$ cat src/rtl/uart_txrx_param.sv
//==============================================================================
// Module   : uart_txrx_param
// Purpose  : Full-duplex UART with configurable width, parity, stop bits and
//            an RX path with start-bit glitch rejection and error flags.
// Revision : 1.0 - initial release
//==============================================================================
`default_nettype none

module uart_txrx_param #(
    parameter int M            = 8,
    parameter int CLKS_PER_BIT = 16,
    parameter int PARITY       = 0,
    parameter int STOP_BITS    = 1
) (
    input  logic         i_clk,
    input  logic         i_rst_n,
    input  logic         i_Tx_DV,
    input  logic [M-1:0] i_Tx_b,
    input  logic         i_Rx_serial,
    output logic         o_Tx_serial,
    output logic         o_Tx_active,
    output logic         o_data_sent,
    output logic         o_ready,
    output logic [M-1:0] o_Rx_b,
    output logic         o_Rx_DV,
    output logic         o_parity_err,
    output logic         o_frame_err
);

    localparam int CW = $clog2(CLKS_PER_BIT);
    localparam int IW = 4;
    localparam logic [CW-1:0] C_BIT_LAST  = CW'(CLKS_PER_BIT - 1);
    localparam logic [CW-1:0] C_HALF_LAST = CW'(CLKS_PER_BIT / 2 - 1);
    localparam logic [IW-1:0] C_M_LAST    = IW'(M - 1);
    localparam logic [IW-1:0] C_STOP_LAST = IW'(STOP_BITS - 1);
    localparam logic          C_PAR_EN    = (PARITY != 0);
    localparam logic          C_PAR_ODD   = (PARITY == 2);

    typedef enum logic [2:0] {
        TX_IDLE, TX_START, TX_DATA, TX_PARITY, TX_STOP
    } tx_state_t;

    typedef enum logic [2:0] {
        RX_IDLE, RX_START, RX_DATA, RX_PARITY, RX_STOP, RX_WAIT_HIGH
    } rx_state_t;

    // ---------------------------------------------------------------- TX
    tx_state_t     tx_state_q, tx_state_d;
    logic [CW-1:0] tx_cnt_q, tx_cnt_d;
    logic [IW-1:0] tx_idx_q, tx_idx_d;
    logic [M-1:0]  tx_data_q, tx_data_d;
    logic          tx_par_q, tx_par_d;
    logic          tx_ser_q, tx_ser_d;
    logic          tx_sent_q, tx_sent_d;
    logic          w_tx_bit_end, w_tx_ready, w_tx_accept;

    always_ff @(posedge i_clk) begin
        if (!i_rst_n) begin
            tx_state_q <= TX_IDLE;
            tx_cnt_q   <= '0;
            tx_idx_q   <= '0;
            tx_data_q  <= '0;
            tx_par_q   <= 1'b0;
            tx_ser_q   <= 1'b1;
            tx_sent_q  <= 1'b0;
        end else begin
            tx_state_q <= tx_state_d;
            tx_cnt_q   <= tx_cnt_d;
            tx_idx_q   <= tx_idx_d;
            tx_data_q  <= tx_data_d;
            tx_par_q   <= tx_par_d;
            tx_ser_q   <= tx_ser_d;
            tx_sent_q  <= tx_sent_d;
        end
    end

    assign w_tx_bit_end = (tx_cnt_q == C_BIT_LAST);
    // Ready also on the final stop cycle so a held request starts the next
    // frame without an idle gap.
    assign w_tx_ready   = (tx_state_q == TX_IDLE) ||
                          (tx_state_q == TX_STOP && w_tx_bit_end && tx_idx_q == C_STOP_LAST);
    assign w_tx_accept  = i_Tx_DV && w_tx_ready;

    always_comb begin
        tx_state_d = tx_state_q;
        tx_cnt_d   = tx_cnt_q;
        tx_idx_d   = tx_idx_q;
        tx_data_d  = tx_data_q;
        tx_par_d   = tx_par_q;
        tx_ser_d   = tx_ser_q;
        tx_sent_d  = 1'b0;
        if (tx_state_q != TX_IDLE)
            tx_cnt_d = w_tx_bit_end ? '0 : tx_cnt_q + CW'(1);
        case (tx_state_q)
            TX_START: if (w_tx_bit_end) begin
                tx_state_d = TX_DATA;
                tx_idx_d   = '0;
                tx_ser_d   = tx_data_q[0];
            end
            TX_DATA: if (w_tx_bit_end) begin
                if (tx_idx_q == C_M_LAST) begin
                    tx_idx_d = '0;
                    if (C_PAR_EN) begin
                        tx_state_d = TX_PARITY;
                        tx_ser_d   = tx_par_q;
                    end else begin
                        tx_state_d = TX_STOP;
                        tx_ser_d   = 1'b1;
                    end
                end else begin
                    tx_idx_d  = tx_idx_q + IW'(1);
                    tx_ser_d  = tx_data_q[1];
                    tx_data_d = {1'b0, tx_data_q[M-1:1]};
                end
            end
            TX_PARITY: if (w_tx_bit_end) begin
                tx_state_d = TX_STOP;
                tx_idx_d   = '0;
                tx_ser_d   = 1'b1;
            end
            TX_STOP: if (w_tx_bit_end) begin
                if (tx_idx_q == C_STOP_LAST) begin
                    tx_state_d = TX_IDLE;
                    tx_sent_d  = 1'b1;
                end else begin
                    tx_idx_d = tx_idx_q + IW'(1);
                end
            end
            default: ;
        endcase
        if (w_tx_accept) begin
            tx_state_d = TX_START;
            tx_cnt_d   = '0;
            tx_data_d  = i_Tx_b;
            tx_par_d   = (^i_Tx_b) ^ C_PAR_ODD;
            tx_ser_d   = 1'b0;
        end
    end

    assign o_Tx_serial = tx_ser_q;
    assign o_Tx_active = (tx_state_q != TX_IDLE);
    assign o_data_sent = tx_sent_q;
    assign o_ready     = w_tx_ready;

    // ---------------------------------------------------------------- RX
    rx_state_t     rx_state_q, rx_state_d;
    logic [CW-1:0] rx_cnt_q, rx_cnt_d;
    logic [IW-1:0] rx_idx_q, rx_idx_d;
    logic [M-1:0]  rx_shift_q, rx_shift_d;
    logic          rx_par_q, rx_par_d;
    logic [M-1:0]  rx_b_q, rx_b_d;
    logic          rx_dv_q, rx_dv_d;
    logic          rx_perr_q, rx_perr_d;
    logic          rx_ferr_q, rx_ferr_d;
    logic          rx_sync1_q, rx_sync2_q;
    logic          w_rx_bit, w_rx_bit_end;

    always_ff @(posedge i_clk) begin
        if (!i_rst_n) begin
            rx_sync1_q <= 1'b1;
            rx_sync2_q <= 1'b1;
            rx_state_q <= RX_IDLE;
            rx_cnt_q   <= '0;
            rx_idx_q   <= '0;
            rx_shift_q <= '0;
            rx_par_q   <= 1'b0;
            rx_b_q     <= '0;
            rx_dv_q    <= 1'b0;
            rx_perr_q  <= 1'b0;
            rx_ferr_q  <= 1'b0;
        end else begin
            rx_sync1_q <= i_Rx_serial;
            rx_sync2_q <= rx_sync1_q;
            rx_state_q <= rx_state_d;
            rx_cnt_q   <= rx_cnt_d;
            rx_idx_q   <= rx_idx_d;
            rx_shift_q <= rx_shift_d;
            rx_par_q   <= rx_par_d;
            rx_b_q     <= rx_b_d;
            rx_dv_q    <= rx_dv_d;
            rx_perr_q  <= rx_perr_d;
            rx_ferr_q  <= rx_ferr_d;
        end
    end

    assign w_rx_bit     = rx_sync2_q;
    assign w_rx_bit_end = (rx_cnt_q == C_BIT_LAST);

    always_comb begin
        rx_state_d = rx_state_q;
        rx_cnt_d   = rx_cnt_q + CW'(1);
        rx_idx_d   = rx_idx_q;
        rx_shift_d = rx_shift_q;
        rx_par_d   = rx_par_q;
        rx_b_d     = rx_b_q;
        rx_dv_d    = 1'b0;
        rx_perr_d  = rx_perr_q;
        rx_ferr_d  = rx_ferr_q;
        case (rx_state_q)
            RX_IDLE: begin
                rx_cnt_d = '0;
                if (!w_rx_bit) rx_state_d = RX_START;
            end
            // Mid-start re-sample: a line already back high was a glitch.
            RX_START: if (rx_cnt_q == C_HALF_LAST) begin
                rx_cnt_d   = '0;
                rx_idx_d   = '0;
                rx_state_d = w_rx_bit ? RX_IDLE : RX_DATA;
            end
            RX_DATA: if (w_rx_bit_end) begin
                rx_cnt_d   = '0;
                rx_shift_d = {w_rx_bit, rx_shift_q[M-1:1]};
                if (rx_idx_q == C_M_LAST)
                    rx_state_d = C_PAR_EN ? RX_PARITY : RX_STOP;
                else
                    rx_idx_d = rx_idx_q + IW'(1);
            end
            RX_PARITY: if (w_rx_bit_end) begin
                rx_cnt_d   = '0;
                rx_par_d   = w_rx_bit;
                rx_state_d = RX_STOP;
            end
            RX_STOP: if (w_rx_bit_end) begin
                rx_cnt_d   = '0;
                rx_b_d     = rx_shift_q;
                rx_dv_d    = 1'b1;
                rx_ferr_d  = !w_rx_bit;
                rx_perr_d  = C_PAR_EN && ((^rx_shift_q) ^ rx_par_q ^ C_PAR_ODD);
                rx_state_d = w_rx_bit ? RX_IDLE : RX_WAIT_HIGH;
            end
            RX_WAIT_HIGH: begin
                rx_cnt_d = '0;
                if (w_rx_bit) rx_state_d = RX_IDLE;
            end
            default: rx_state_d = RX_IDLE;
        endcase
    end

    assign o_Rx_b       = rx_b_q;
    assign o_Rx_DV      = rx_dv_q;
    assign o_parity_err = rx_perr_q;
    assign o_frame_err  = rx_ferr_q;

endmodule

`default_nettype wire

$ cat config.mk
export PLATFORM = sky130hd
export DESIGN_NAME = uart_txrx_param
export DESIGN_NICKNAME = d
export VERILOG_FILES = /design/src/rtl/uart_txrx_param.sv
export SDC_FILE = /design/constraint.sdc
export NUM_CORES = 1
export LEC_CHECK = 0
export CAP_MARGIN = 15
export CORE_MARGIN = 3
export CORE_UTILIZATION = 45
export DETAILED_ROUTE_END_ITERATION = 10
export PLACE_DENSITY = 0.7
export SETUP_SLACK_MARGIN = 0.2
export SYNTH_ARGS = -nofsm -noshare
export SYNTH_HDL_FRONTEND = slang
export SYNTH_SLANG_ARGS = --single-unit
$ cat constraint.sdc
create_clock -name i_clk -period 1.7 [get_ports i_clk]
set_input_delay 0.255 -clock i_clk [delete_from_list [all_inputs] [get_ports i_clk]]
set_output_delay 0.255 -clock i_clk [all_outputs]
set_load 0.05 [all_outputs]
==> Word level (Yosys, flattened, before mapping) <==
Index checks and enable logic that the tools add are counted.
{ "classes": {"add_sub_neg": 4, "n_eq_ne": 37, "mux": 44, "bitwise": 1, "reduce_logical": 31} }
{ "op_table": {"columns": ["cell", "count"], "rows": [
  ["$mux W4", 11],
  ["$mux W3", 14],
  ["$mux W8", 4],
  ["$ne A2 B2 Y1 const B", 15],
  ["$pmux W4 S3", 2],
  ["$reduce_and A7 Y1", 3],
  ["$pmux W3 S6", 1],
  ["$add A4 B1 Y4 const B", 4],
  ["$ne A3 B3 Y1 const B", 5],
  ["$eq A3 B2 Y1 const B", 4],
  ["$eq A4 B3 Y1 const B", 3],
  ["$pmux W3 S4", 1],
  ["$eq A3 B3 Y1 const B", 3],
  ["$eq A4 B4 Y1 const B", 2],
  ["$mux W1", 8],
  ["$pmux W4 S2", 1],
  ["$reduce_and A4 Y1", 2],
  ["$reduce_bool A4 Y1", 2],
  ["$eq A3 B1 Y1 const B", 2],
  ["$logic_not A3 Y1", 2],
  ["$reduce_and A2 Y1", 3],
  ["$reduce_and A3 Y1", 2],
  ["$reduce_bool A2 Y1", 3],
  ["$reduce_bool A3 Y1", 2],
  ["other kinds (13)", 18]
]} }
{ "word_totals": {"register_bits": 52, "in_bits": 12, "wordCells": 133} }

==> Logic depth before layout (Yosys ltp) <==
{ "logic_depth": {"word_depth": 7, "ltp_mapped": 7, "ltp_nobuf": 6} }

==> Worst setup path before layout <==
Ideal clock, no wire load.
{ "synth_timing": {"kind": "reg-to-output", "start": "reg tx_idx_q[0]", "end": "out o_ready", "arrival_ns": 2.232, "required_time_ns": 1.445, "setup_slack_ns": -0.787, "path_stages_with_launch": 7, "path_cell_list": "dfxtp_1 inv_1 ha_1 nor3b_1 a21boi_1 clkbuf_1 nor3_1"} }
{ "synth_between": {"elab_chain_len": 3} }
{ "synth_lines": {"columns": ["item", "line", "text"], "rows": [
  ["from (decl)", "50", "logic [IW-1:0] tx_idx_q, tx_idx_d;"],
  ["from (signal assigned)", "69", "tx_idx_q <= tx_idx_d;"],
  ["$logic_not A4 Y1", "81", "(tx_state_q == TX_STOP && w_tx_bit_end && tx_idx_q == C_STOP_LAST);"],
  ["$logic_and A1 B1 Y1", "81", null],
  ["$logic_or A1 B1 Y1", "80", "assign w_tx_ready = (tx_state_q == TX_IDLE) ||"],
  ["to (decl)", "23", "output logic o_ready,"]
]} }
No other way between the ends.

==> Final worst setup path <==
{ "layout_timing": {"start": "reg tx_idx_q[1]", "end": "out o_ready"} }
The elaborated chain is that of the path after synthesis.

==> tab_implementation.tex <==
\begin{tabular}{lr}
\hline
Metric & Value \\
\hline
\multicolumn{2}{l}{\textbf{Routing}} \\
Residual DRC count & 0 \\
Total detailed-routing wirelength & 5.98 mm \\
WL/cell & approximately 15 microns \\
Vias per cell & approximately 5.6 \\
Antenna viol nets, final & 0 \\
Total via count after detailed routing & 2208 \\
Count of routing violations after the opening detailed-route iteration & 135 \\
1st-pass router iterations & 4 \\
\multicolumn{2}{l}{\textbf{Synthesis}} \\
Synthesized instance count & approximately 270 \\
Fraction of registers with async set/reset & 0\% \\
Post-Syn Nets & 291 \\
EDFF count, synth & 0 \\
Area leader, netlist & dfxtp\_1 \\
Mean area per synthesized cell & just under 9 sq um \\
Yosys reg bits & 52 \\
Synth Cell Area & $\sim$0.0024 sq mm \\
Count of distinct cell types in the synthesized netlist & 52 \\
Most used flip-flop cell after synthesis & dfxtp\_1 \\
Top cells by area, synth & dfxtp\_1, mux2i\_1, nor2\_1 \\
Area fraction of the dominant cell type after synthesis & a little over two fifths \\
Yosys warning count & 0 \\
Post-synthesis sequential area ratio & between 40\% and 50\% \\
\multicolumn{2}{l}{\textbf{Setup path}} \\
Crit Path Category & reg -> out \\
Slowest cell on the critical path & dfxtp\_2 \\
Buffering stage count on the worst path with inverters included & 3 \\
Setup slack of the worst register-to-register path & -130 ps \\
Worst-path cell chain & inv\_2 -> ha\_4 -> nor3b\_4 -> a21boi\_2 -> buf\_12 -> nor3\_4 -> buf\_6 \\
Data required time at the worst endpoint & about 1400 ps \\
Peak fanout along the critical path & 2 \\
Startpoint types & flip-flop \\
Peak per-stage delay on the critical path & $\sim$340 ps \\
Type of destination of the critical path & output pin \\
Worst Path Arrival & approximately 1600 ps \\
Cell family contributing the most delay on the critical path & buffers and inverters \\
\multicolumn{2}{l}{\textbf{Layout}} \\
Final net count & around 350 \\
Fraction of layout cells with a size suffix above 1 & a little over a third \\
FILL cells & between 400 and 500 \\
Post-route non-filler standard cell count & 397 \\
Area growth syn-to-layout & 41.7\% \\
Antenna diodes & 0 \\
\multicolumn{2}{l}{\textbf{Power}} \\
Overall power after layout & around 2.3 mW \\
Total power density per cell area & roughly 670 mW/mm\^{}2 \\
Static leakage power & 1.40 nW \\
Worst IR drop on VDD & 682 uV \\
\multicolumn{2}{l}{\textbf{Timing}} \\
Slew Viols, Final & 0 \\
Count of endpoints failing hold in the final timing report & 0 \\
Worst setup margin & -147 ps \\
Slew Limit Headroom & between 50 and 60\% \\
Fmax achieved & about 0.54 GHz \\
Tcrit/Tclk final & 109\% \\
Slew at the pin with the worst max-slew slack & roughly 630 ps \\
Unrepaired setup endpoints after global routing & yes \\
Final critical path time including I/O delays and setup & about 1800 ps \\
Final setup violating endpoints & 11 \\
Worst Clk Skew & about 8.6 ps \\
\multicolumn{2}{l}{\textbf{GRT}} \\
Via count of the first global-routing pass & 2074 \\
Final global-route overflow total & 0 \\
Global-route usage over all layers & approximately 19\% \\
Number of antenna violations at the first check in global routing & 0 \\
Largest net degree at the start of global routing & 29 \\
Global-route wire length before repair & about 9.6 mm \\
\multicolumn{2}{l}{\textbf{Placed design}} \\
Half-perimeter wire length of the detailed placement result & 3.66 mm \\
Total of buffers placed on input and output ports & 25 \\
Placed Cells incl. Taps & 368 \\
Final RePlAce weighted congestion & 0.818 \\
\multicolumn{2}{l}{\textbf{Status}} \\
Run status & complete, but fails checks \\
Violated checks & negative setup slack \\
\multicolumn{2}{l}{\textbf{Floorplanning}} \\
Number of placement rows & 25 \\
Starting Density & 48.4\% \\
Total die area & roughly 0.0062 sq mm \\
IO Pins & 27 \\
Die Span Y & about 79 microns \\
Die Width & 78.9 microns \\
Core Footprint & $\sim$0.0049 sq mm \\
\multicolumn{2}{l}{\textbf{Clock network}} \\
Clock net sink count & 52 \\
Total clock buffers created by CTS & 5 \\
Level count of the clock H-tree & 2 \\
Clock edge transition at the registers on the reported setup and hold paths & 100 ps \\
Clk Tree Root Cell & clkbuf\_8 \\
Clock insertion delay at the later pin of the skew report & 320 ps \\
Hold-fix buffers, CTS & 0 \\
CTS tree & yes \\
Max Buffers Root-to-Sink & 2 \\
\multicolumn{2}{l}{\textbf{Job}} \\
Max-cap violations & 0 \\
\multicolumn{2}{l}{\textbf{Min path}} \\
Class of the tightest hold or removal check & reg -> reg \\
\hline
\end{tabular}
final timing paths:
check                                 from                         to  cells after the start
setup / recovery  tx_idx_q[1]$_SDFFE_PN0P_                    o_ready                      7
hold / removal       rx_sync1_q$_SDFF_PN1_      rx_sync2_q$_SDFF_PN1_                      1
setup reg to reg  tx_idx_q[1]$_SDFFE_PN0P_  tx_data_q[3]$_SDFFE_PN0P_                      9
hold reg to reg      rx_sync1_q$_SDFF_PN1_      rx_sync2_q$_SDFF_PN1_                      1
synth_stat cells, types with 3 or more instances:
| cell type | count |
|---|---|
| nor2b_1 | 6 |
| inv_1 | 7 |
| nor3_1 | 9 |
| ha_1 | 5 |
| mux2i_1 | 18 |
| nand2_1 | 19 |
| nand3_1 | 11 |
| a2bb2oi_1 | 3 |
| o31ai_1 | 4 |
| dfxtp_1 | 52 |
| o211ai_1 | 4 |
| nand3b_1 | 4 |
| a21oi_1 | 17 |
| nand2b_1 | 5 |
| clkbuf_1 | 13 |
| a311oi_1 | 4 |
| nor2_1 | 34 |
| nor3b_1 | 3 |
| or3_1 | 4 |
| o21ai_0 | 10 |
cell families after synthesis:
logic type | synth area share [%]
DFF | 43.5
buffers and inverters | 4.45
muxes | 7.53
other | 0.157
AOI/OAI and AO/OA | 17.5
xor gates and xnor gates | 0.732
adders and majority gates | 2.62
and+or+nand+nor | 23.5
stage by stage:
stage	hold slack, ps	TNS [ps]	worst slack, ps	area, sq um	utilization (%)
floorplan	328	-20.6	-20.6	2520	-
global placement	389	0	48.7	2870	58.1
detailed placement	404	0	4.84	2870	58.1
CTS	429	-630	-158	3260	65.9
global route	465	-2380	-246	3390	68.6
finish	420	-849	-147	3390	68.6
metal layers:
metal	part of all wire, %	track usage [%]	up-vias
li1	-	-	1096
met1	47	25.6	1048
met2	48	31.1	54
met3	3.4	3.29	10
met4	1.7	7.73	0
met5	0	0	-
layout make-up:
| type | instances | area (sq um) | area share [%] |
|---|---|---|---|
| Inverter | 7 | 26.3 | 0.775 |
| Clock inverter | 3 | 26.3 | 0.775 |
| Timing Repair Buffer | 64 | 616 | 18.2 |
| Tap cell | 67 | 83.8 | 2.47 |
| Multi-Input combinational cell | 199 | 1510 | 44.5 |
| Clock buffer | 5 | 68.8 | 2.03 |
| Sequential cell | 52 | 1060 | 31.3 |
cells in the final DEF, fill, tap and decap left out, drive strengths merged, types with 2 or more instances in the layout:
cell type       n
a211oi          2
a21oi          17
a22oi           2
a2bb2oi         3
a311oi          4
a31o            2
buf            52
clkbuf          5
clkdlybuf4s50  11
dfxtp          52
ha              5
inv             9
mux2i          18
nand2          19
nand2b          5
nand3          11
nand3b          4
nand4           2
nand4b          2
nor2           34
nor2b           6
nor3           10
nor3b           3
o211ai          4
o21a            2
o21ai          10
o22ai           2
o31ai           4
or3             4
or3b            2
or4b            2
xor2            2
flip-flops by register name, indices dropped and copies added, names as in the netlist:
name / count
o_Rx_b: 8
rx_shift_q: 8
tx_data_q: 8
rx_cnt_q: 4
rx_idx_q: 4
tx_cnt_q: 4
tx_idx_q: 4
rx_state_q: 3
tx_state_q: 3
o_Rx_DV: 1
o_Tx_serial: 1
o_data_sent: 1
o_frame_err: 1
rx_sync1_q: 1
rx_sync2_q: 1
worst reg2reg max path: stages (launching register included):
cell      delay [ps]
dfxtp_2          340
inv_2             60
ha_4             120
nor3b_4          220
a21boi_2         110
buf_12           140
buf_4            140
buf_8            120
or2_4            270
a311oi_2         220
where the power goes:
group	switching (mW)	total, mW	internal (mW)
registers	0.0216	1.26	1.24
clock network	0.450	0.754	0.304
logic	0.135	0.258	0.123
total	0.607	2.27	1.67
repair_timing:
action | 4_1_cts | 5_1_grt
gates cloned | 2 | 0
resized for setup | 35 | 26
buffers inserted | 15 | 4
pin swaps | 18 | 21
setup endpoints to repair | 30 | 48
No activity file was read; power rests on OpenSTA's default activity.
